`config.mk`:
```
export PLATFORM = sky130hd
export DESIGN_NAME = seq_alu_accumulator
export DESIGN_NICKNAME = d
export VERILOG_FILES = /design/src/rtl/seq_alu_accumulator.sv
export SDC_FILE = /design/constraint.sdc
export NUM_CORES = 1
export LEC_CHECK = 0
export BUFFER_PORTS_ARGS = -buffer_cell sky130_fd_sc_hd__buf_2
export CAP_MARGIN = 20
export CORE_ASPECT_RATIO = 1.5
export CORE_MARGIN = 5
export CORE_UTILIZATION = 45
export CTS_CLUSTER_SIZE = 16
export DETAILED_ROUTE_END_ITERATION = 6
export PLACE_DENSITY = 0.67
export RECOVER_POWER = 25
export REMOVE_ABC_BUFFERS = 1
export SYNTH_ARGS = -nofsm -noshare
export SYNTH_HDL_FRONTEND = slang
export SYNTH_SLANG_ARGS = --single-unit
```
`constraint.sdc`:
```
create_clock -name Clock -period 2.5 [get_ports Clock]
set_input_delay 0.125 -clock Clock [delete_from_list [all_inputs] [get_ports Clock]]
set_output_delay 0.125 -clock Clock [all_outputs]
set_load 0.01 [all_outputs]
```
`src/rtl/seq_alu_accumulator.sv`:
```
// Registered accumulator ALU: single-edge ops plus an iterative shift-add multiplier.
// Operand A is Data and operand B is the low half of the accumulator, both taken at the Start edge.
module seq_alu_accumulator #(
  parameter int WIDTH = 4
) (
  input  logic               Clock,
  input  logic               Reset,
  input  logic [WIDTH-1:0]   Data,
  input  logic [2:0]         Function,
  input  logic               Start,
  output logic               Busy,
  output logic               Done,
  output logic [2*WIDTH-1:0] ALUOut
);

  localparam int RW = 2 * WIDTH;
  localparam int CW = (WIDTH > 1) ? $clog2(WIDTH) : 1;

  typedef enum logic {
    IDLE,
    MUL
  } state_t;

  typedef enum logic [2:0] {
    FN_ADD   = 3'd0,
    FN_MUL   = 3'd1,
    FN_SHL   = 3'd2,
    FN_SHR   = 3'd3,
    FN_HOLD  = 3'd4,
    FN_LOAD  = 3'd5,
    FN_LOGIC = 3'd6,
    FN_CLEAR = 3'd7
  } fn_t;

  state_t           state_q;
  logic [RW-1:0]    result_q;
  logic [RW-1:0]    mcand_q;
  logic [WIDTH-1:0] mplier_q;
  logic [RW-1:0]    product_q;
  logic [CW-1:0]    count_q;
  logic             busy_q;
  logic             done_q;

  logic [WIDTH-1:0] opa;
  logic [WIDTH-1:0] opb;
  logic [RW-1:0]    alu_d;
  logic [RW-1:0]    product_d;

  assign opa = Data;
  assign opb = result_q[WIDTH-1:0];

  always_comb begin
    // NOTE: alu_d gets a default before the case so no path leaves it unassigned (no latch).
    alu_d = '0;
    case (fn_t'(Function))
      FN_ADD:   alu_d = RW'(opa) + RW'(opb);
      FN_SHL:   alu_d = (32'(opa) >= 32'(RW)) ? '0 : (RW'(opb) << opa);
      FN_SHR:   alu_d = (32'(opa) >= 32'(WIDTH)) ? '0 : (RW'(opb) >> opa);
      FN_HOLD:  alu_d = result_q;
      FN_LOAD:  alu_d = RW'(opa);
      FN_LOGIC: alu_d = {opa | opb, opa ^ opb};
      default:  alu_d = '0;
    endcase
  end

  // Product including this iteration's partial term; used both to advance and to finish.
  assign product_d = product_q + (mplier_q[0] ? mcand_q : '0);

  // NOTE: all state uses non-blocking assignments so every register sees pre-edge values.
  always_ff @(posedge Clock or posedge Reset) begin
    if (Reset) begin
      state_q   <= IDLE;
      result_q  <= '0;
      mcand_q   <= '0;
      mplier_q  <= '0;
      product_q <= '0;
      count_q   <= '0;
      busy_q    <= 1'b0;
      done_q    <= 1'b0;
    end else begin
      done_q <= 1'b0;
      case (state_q)
        IDLE: begin
          if (Start) begin
            if (fn_t'(Function) == FN_MUL) begin
              state_q   <= MUL;
              busy_q    <= 1'b1;
              mcand_q   <= RW'(opa);
              mplier_q  <= opb;
              product_q <= '0;
              count_q   <= '0;
            end else begin
              result_q <= alu_d;
              done_q   <= 1'b1;
            end
          end
        end
        MUL: begin
          product_q <= product_d;
          mcand_q   <= mcand_q << 1;
          mplier_q  <= mplier_q >> 1;
          count_q   <= count_q + CW'(1);
          if (count_q == CW'(WIDTH - 1)) begin
            result_q <= product_d;
            state_q  <= IDLE;
            busy_q   <= 1'b0;
            done_q   <= 1'b1;
          end
        end
        default: state_q <= IDLE;
      endcase
    end
  end

  assign Busy   = busy_q;
  assign Done   = done_q;
  assign ALUOut = result_q;

endmodule

```
==> results of run 1 <==
flip-flops by register name, summed over array words and instances (netlist names):
signal     cells
Busy           1
product_q      8
mcand_q        8
Done           1
ALUOut         8
state_q        1
mplier_q       4
count_q        2
final cells by class:
cell class	count	area [sq um]	share of cell area, %
multi-input combinational	217	1430	54.3
clock inverter	3	17.5	0.664
sequential	33	826	31.3
tap	68	85.1	3.23
inverter	14	52.6	1.99
timing repair buffer	27	155	5.88
clock buffer	5	68.8	2.61
worst max-delay path, stage by stage (launching register included):
cell and delay [ns]:
dfrtp_1 0.44, and2_1 0.17, ha_1 0.20, fa_1 0.40
a211oi_1 0.28, o21bai_1 0.11, a21oi_1 0.18, xor2_1 0.20
o211ai_1 0.11
per-stage QoR:
stage               hold WS, ns  power [uW]  util, %
floorplan                 0.254        1610        -
detailed placement        0.242        1990     49.2
CTS                       0.142        2400     51.1
global route              0.194        2570     51.1
global placement          0.233        1970     49.2
finish                    0.143        2380     51.1
layer usage:
layer | vias to the layer above | global-route usage (%) | part of all wire, %
met4 | 0 | 11.2 | 4.7
met5 | - | 0 | 0
li1 | 1019 | - | -
met1 | 983 | 20.8 | 41
met2 | 56 | 32.9 | 51
met3 | 20 | 2.73 | 3.5
power by group through the flow:
stage | combinational, uW | sequential (uW) | clock (uW)
4_1_cts | 1080 | 908 | 408
2_1_floorplan | 656 | 953 | 0
5_1_grt | 1210 | 943 | 421
3_3_place_gp | 1060 | 908 | 0
6_report | 1080 | 907 | 394
3_5_place_dp | 1080 | 916 | 0
logic make-up (layout without fill, tap and decap cells):
logic type | Yosys count | in the layout | synth area share [%]
xor+xnor | 10 | 10 | 3.64
flops | 33 | 33 | 34.4
simple gates | 96 | 96 | 19.0
mux | 6 | 6 | 3.18
compound gates | 85 | 85 | 22.7
fa+ha+maj | 20 | 20 | 11.0
buf+inv | 25 | 49 | 6.04
worst paths after layout:
kind / to / cells after the start / start / slack (ns)
setup / recovery: ALUOut[6] / 8 / mplier_q[0] / 0.29
hold / removal: Done / 3 / Start / 0.14
setup reg to reg: ALUOut[6] / 8 / mplier_q[0] / 0.29
hold reg to reg: mcand_q[1] / 2 / mcand_q[0] / 0.49
max in group asynchronous: mcand_q[6] / 4 / Reset / 1.34
min in group asynchronous: count_q[0] / 4 / Reset / 0.62
cell usage in the layout, fill, tap and decap left out, drive strengths merged, types with 4 or more instances in the layout:
master,count
nand2,45
dfrtp,33
o21ai,31
buf,25
nor2,18
ha,18
a21oi,15
inv,13
and2,9
xor2,7
nor3,7
o22ai,6
a22oi,6
nand3,6
clkbuf,6
a211oi,5
a21o,4
nor3b,4
==> impl_metrics.env, run 1 <==
export IMPL_synth_cell_type_count=49
export IMPL_routed_wl_um=6150
export IMPL_tightest_slew_ns=0.833
export IMPL_die_area_sq_um=6930
export IMPL_core_rowCount=32
export IMPL_required_ns=2.66
export IMPL_fin_crit_sh_pct=88.5
export IMPL_critPathCaptureType="register"
export IMPL_drt_pass1_iterations=4
export IMPL_stdcell_area_sq_um=2640
export IMPL_ys_top_cells_by_count="45 x nand2_1, 33 x dfrtp_1, 30 x o21ai_0"
export IMPL_grt_overflow=0
export IMPL_period_needed_ns=2.21
export IMPL_cts_num_sinks=33
export IMPL_hp_class="in -> reg"
export IMPL_cts_setup_buffers=0
export IMPL_place_inst=358
export IMPL_rsz0062_at_grt="no"
export IMPL_combPwrFrac_pct=45.3
export IMPL_initial_utilization_pct=46.5
export IMPL_grt_usage_pct=18.5
export IMPL_peakVddDrop_v=0.000424
export IMPL_fillers=501
export IMPL_finalHoldViolCount=0
export IMPL_status="complete, no violations"
export IMPL_syn_inst=275
export IMPL_grt_first_pass_wirelength_um=10400
export IMPL_die_width_um=69.7
export IMPL_setup_viol=0
export IMPL_area_delta_synth_final_pct=9.73
export IMPL_power_density_nw_per_um2=902
export IMPL_syn_area_sq_um=2400
export IMPL_cts_buffers=5
export IMPL_dp_hpwl_um=4650
export IMPL_synthFlopType="dfrtp_1"
export IMPL_yosysWarnings=0
export IMPL_drive_above_1_share_pct=16.1
export IMPL_synth_most_common_cell="nand2_1"
export IMPL_antenna_left=0
export IMPL_nNetsFinal=328
export IMPL_syn_area_per_cell_sq_um=8.74
export IMPL_clk_pin_slew_ns=0.07
export IMPL_synth_seq_cells=33
export IMPL_clockBufferDepth=2
export IMPL_place_worst_setup_slack_ns=0.284
export IMPL_relSlewSlack_pct=44.5
export IMPL_p_sw_uw=1020
export IMPL_stdcell_count=367
export IMPL_p_leak_uw=0.00122
export IMPL_clock_power_share_pct=16.6
export IMPL_antennaDiodeCount=0
export IMPL_cts_tree="done"
export IMPL_via_per_inst=5.66
export IMPL_synth_top_cell_area_share_pct=34.4
export IMPL_power_share_sequential_pct=38.2
export IMPL_synth_area_leaders="dfrtp_1 34%, ha_1 9.4%, nand2_1 7.0%"
export IMPL_fp_dieH_um=99.5
export IMPL_wl_per_cell_um=16.8
export IMPL_cts_resized=0
export IMPL_arrival_ns=2.37
export IMPL_drv_cap=0
export IMPL_intPower_uw=1360
export IMPL_drc_errors=0
export IMPL_grt_max_degree=41
export IMPL_synth_edf_count=0
export IMPL_critPathKind="reg -> reg"
export IMPL_timing_final_max_slew_violations=0
export IMPL_cp_max_fo=9
export IMPL_clk_latency_ns=0.29
export IMPL_fin_ws_ns=0.287
export IMPL_tns_ns=0
export IMPL_gp_congestion=0.888
export IMPL_antenna_found_initial=0
export IMPL_io_buffers=19
export IMPL_placed_area_sq_um=2540
export IMPL_timing_fmax_ghz=0.452
export IMPL_first_iter_violations=160
export IMPL_yosys_area_top_type="dfrtp_1"
export IMPL_swShare_pct=42.9
export IMPL_cts_root_buf="clkbuf_8"
export IMPL_cts_hold_buf=1
export IMPL_coreArea_sq_um=5160
export IMPL_ys_seq_area_share_pct=34.4
export IMPL_h_tree_depth=2
export IMPL_ios=20
export IMPL_cp_start_kind="register"
export IMPL_synthArstFlopShare_pct=100
export IMPL_grt_pass1_vias=2176
export IMPL_vias=2078
export IMPL_fin_worst_skew_ns=0.00623
(Power assumes the default switching activity.)
==> inputs of run 2 (changes only) <==
--- a/config.mk
+++ b/config.mk
@@ -5,14 +5,14 @@
 export SDC_FILE = /design/constraint.sdc
 export NUM_CORES = 1
 export LEC_CHECK = 0
+export ABC_AREA = 1
 export BUFFER_PORTS_ARGS = -buffer_cell sky130_fd_sc_hd__buf_2
 export CAP_MARGIN = 20
 export CORE_ASPECT_RATIO = 1.5
-export CORE_MARGIN = 5
 export CORE_UTILIZATION = 45
 export CTS_CLUSTER_SIZE = 16
 export DETAILED_ROUTE_END_ITERATION = 6
-export PLACE_DENSITY = 0.67
+export PLACE_DENSITY = 0.69
 export RECOVER_POWER = 25
 export REMOVE_ABC_BUFFERS = 1
 export SYNTH_ARGS = -nofsm -noshare
==> constraint.sdc (replaced) <==
create_clock -name Clock -period 2 [get_ports Clock]
set_input_delay 0.1 -clock Clock [delete_from_list [all_inputs] [get_ports Clock]]
set_output_delay 0.1 -clock Clock [all_outputs]
set_load 0.01 [all_outputs]
==> impl_metrics.env, run 2 <==
export IMPL_status="complete, no violations"
export IMPL_die_area_sq_um=5890
export IMPL_stdcell_area_sq_um=2840
export IMPL_relSlewSlack_pct=46.1
export IMPL_gp_congestion=0.865
export IMPL_io_buffers=19
export IMPL_yosys_area_top_type="dfrtp_1"
export IMPL_crit_top_cell="nand2_1"
export IMPL_grt_max_degree=34
export IMPL_die_width_um=63.0
export IMPL_antennaDiodeCount=0
export IMPL_syn_area_per_cell_sq_um=6.80
export IMPL_h_tree_depth=2
export IMPL_antenna_left=0
export IMPL_power_density_nw_per_um2=1500
export IMPL_timing_fmax_ghz=0.538
export IMPL_grt_usage_pct=24.6
export IMPL_setup_viol=0
export IMPL_grt_overflow=0
export IMPL_clockBufferDepth=2
export IMPL_drt_pass1_iterations=4
export IMPL_vias=2410
export IMPL_yosysWarnings=0
export IMPL_drive_above_1_share_pct=14.0
export IMPL_antenna_found_initial=0
export IMPL_cp_max_fo=6
export IMPL_crit_path_start="mplier_q[0]"
export IMPL_first_iter_violations=129
export IMPL_crit_chain="nand2_1 > inv_1 > ha_1 > fa_1 > nand3_1 > nand4_1 > nand3_1 > nand2_1 > nand2_1 > nand2_1"
export IMPL_synth_seq_cells=33
export IMPL_clk_latency_ns=0.28
export IMPL_area_delta_synth_final_pct=13.0
export IMPL_placed_area_sq_um=2710
export IMPL_finish_utilization_pct=54.1
export IMPL_use_met1_pct=25.8
export IMPL_period_needed_ns=1.86
export IMPL_tightest_slew_ns=0.809
export IMPL_slowest_stage="dfrtp_2"
export IMPL_syn_area_sq_um=2510
export IMPL_clk_pin_slew_ns=0.07
export IMPL_routed_wl_um=6450
export IMPL_fp_dieH_um=93.5
export IMPL_peakVddDrop_v=0.000485
export IMPL_most_common_layout_cells="113 x nand2_1, 48 x inv_1, 44 x nor2_1, 40 x nand3_1, 32 x dfrtp_1"
export IMPL_synth_most_common_cell="nand2_1"
export IMPL_syn_inst=369
export IMPL_ys_seq_area_share_pct=32.9
export IMPL_grt_use_met2_pct=44.9
export IMPL_grt_use_met3_pct=2.07
export IMPL_wl_per_cell_um=13.8
export IMPL_core_rowCount=32
export IMPL_required_ns=2.18
export IMPL_dp_hpwl_um=5060
export IMPL_synth_edf_count=0
export IMPL_fillers=529
export IMPL_cts_root_buf="clkbuf_8"
export IMPL_coreArea_sq_um=5250
export IMPL_final_common_cell="nand2_1"
export IMPL_seqCellArea_sq_um=827
export IMPL_nNetsFinal=429
export IMPL_grt_pass1_vias=2417
export IMPL_multiInputGateArea_sq_um=1440
export IMPL_cts_tree="done"
export IMPL_synth_top_cell_area_share_pct=32.9
export IMPL_timing_final_max_slew_violations=0
export IMPL_critPathKind="reg -> reg"
export IMPL_fin_worst_skew_ns=0.00455
export IMPL_critical_path_top_delay_family="adder cells"
export IMPL_slowest_delay_ns=0.44
export IMPL_busiest_layer="met2"
export IMPL_synthFlopType="dfrtp_1"
export IMPL_synth_area_leaders="dfrtp_1 33%, nand2_1 17%, ha_1 9.0%"
export IMPL_cts_buffers=5
export IMPL_critPathCaptureType="register"
export IMPL_grt_first_pass_wirelength_um=11100
export IMPL_via_per_inst=5.16
export IMPL_stdcell_count=467
export IMPL_arrival_ns=2.04
export IMPL_cts_num_sinks=33
export IMPL_cp_start_kind="register"
export IMPL_ios=20
export IMPL_finalHoldViolCount=0
export IMPL_power_uw=4240
export IMPL_path_buf_inv=1
export IMPL_finalHoldWorstSlack_ns=0.199
export IMPL_synth_cell_type_count=32
export IMPL_drv_cap=0
export IMPL_place_inst=457
export IMPL_synthArstFlopShare_pct=100
export IMPL_min_from="Data[3]"
export IMPL_fin_crit_sh_pct=93.0
export IMPL_hp_class="in -> reg"
export IMPL_reg2reg_from="mplier_q[0]"
export IMPL_ys_top_cells_by_count="113 x nand2_1, 48 x inv_1, 45 x nor2_1"
export IMPL_p_leak_uw=0.00159
export IMPL_drc_errors=0
export IMPL_initial_utilization_pct=47.9
[run 2: changes by cell type in the layout (fill, tap and decap cells not counted), moves of 5 or more]
cell | previous run | this run
nand2_1 | 45 | 113
inv_1 | 13 | 48
nand3_1 | 5 | 40
nor2_1 | 18 | 44
o21ai_0 | 30 | 6
and2_1 | 8 | 0
nor3_1 | 7 | 0
a22oi_1 | 6 | 0
xor2_1 | 7 | 1
a211oi_1 | 5 | 0
buf_4 | 6 | 11
nand4_1 | 2 | 7
[run 2: power by group]
part	internal, uW	switching, uW	total [uW]	leakage, uW
Combinational	994	1520	2510	0.00115
Sequential	988	238	1230	0.000403
Clock	273	230	503	0.0000443
[run 2: layer usage]
metal | wire [um] | part of all wire (%)
met4 | 448 | 6.9
met3 | 148 | 2.3
met5 | 0 | 0
met2 | 3290 | 51
met1 | 2560 | 40
[run 2: logic make-up after synthesis]
group | Yosys count | synth area share [%]
compound gates | 36 | 9.22
xor+xnor | 2 | 0.698
fa+ha+maj | 20 | 10.6
buf+inv | 63 | 10.5
flops | 33 | 32.9
simple gates | 215 | 36.1
[run 2: layout make-up]
type,instances,share of cell area (%)
Timing Repair Buffer,33,6.97
Multi-Input combinational cell,273,50.8
Clock buffer,7,3.04
Tap cell,68,3.00
Inverter,53,7.01
Sequential cell,33,29.2
[run 2: final timing paths]
path | end | slack (ns) | cells after the start
max | ALUOut[6] | 0.14 | 10
min | mcand_q[3] | 0.20 | 3
max reg2reg | ALUOut[6] | 0.14 | 10
min reg2reg | ALUOut[6] | 0.48 | 2
max in group asynchronous | mplier_q[0] | 0.85 | 4
min in group asynchronous | Done | 0.60 | 4
[run 2: stage by stage]
| step | setup WS [ns] | setup TNS (ns) |
|---|---|---|
| 2_1_floorplan | 0.288 | 0 |
| 3_3_place_gp | 0.186 | 0 |
| 3_5_place_dp | 0.102 | 0 |
| 4_1_cts | 0.0903 | 0 |
| 5_1_grt | -0.0264 | -0.0264 |
| 6_report | 0.140 | 0 |
[run 2: worst reg2reg max path, delay by kind of cell, from the launching register on]
family                   cells  cell delay, ns
adder cells (fa/ha/maj)      2            0.65
AND/OR/NAND/NOR              7            0.63
buffers and inverters        1            0.04
flip-flops                   1            0.44
[run 2: timing repair]
item                       CTS  global route
setup endpoints to repair    0             4
gates resized for setup      0             5
setup buffers                0             2
hold endpoints to repair    33             0
hold buffers                 1             0
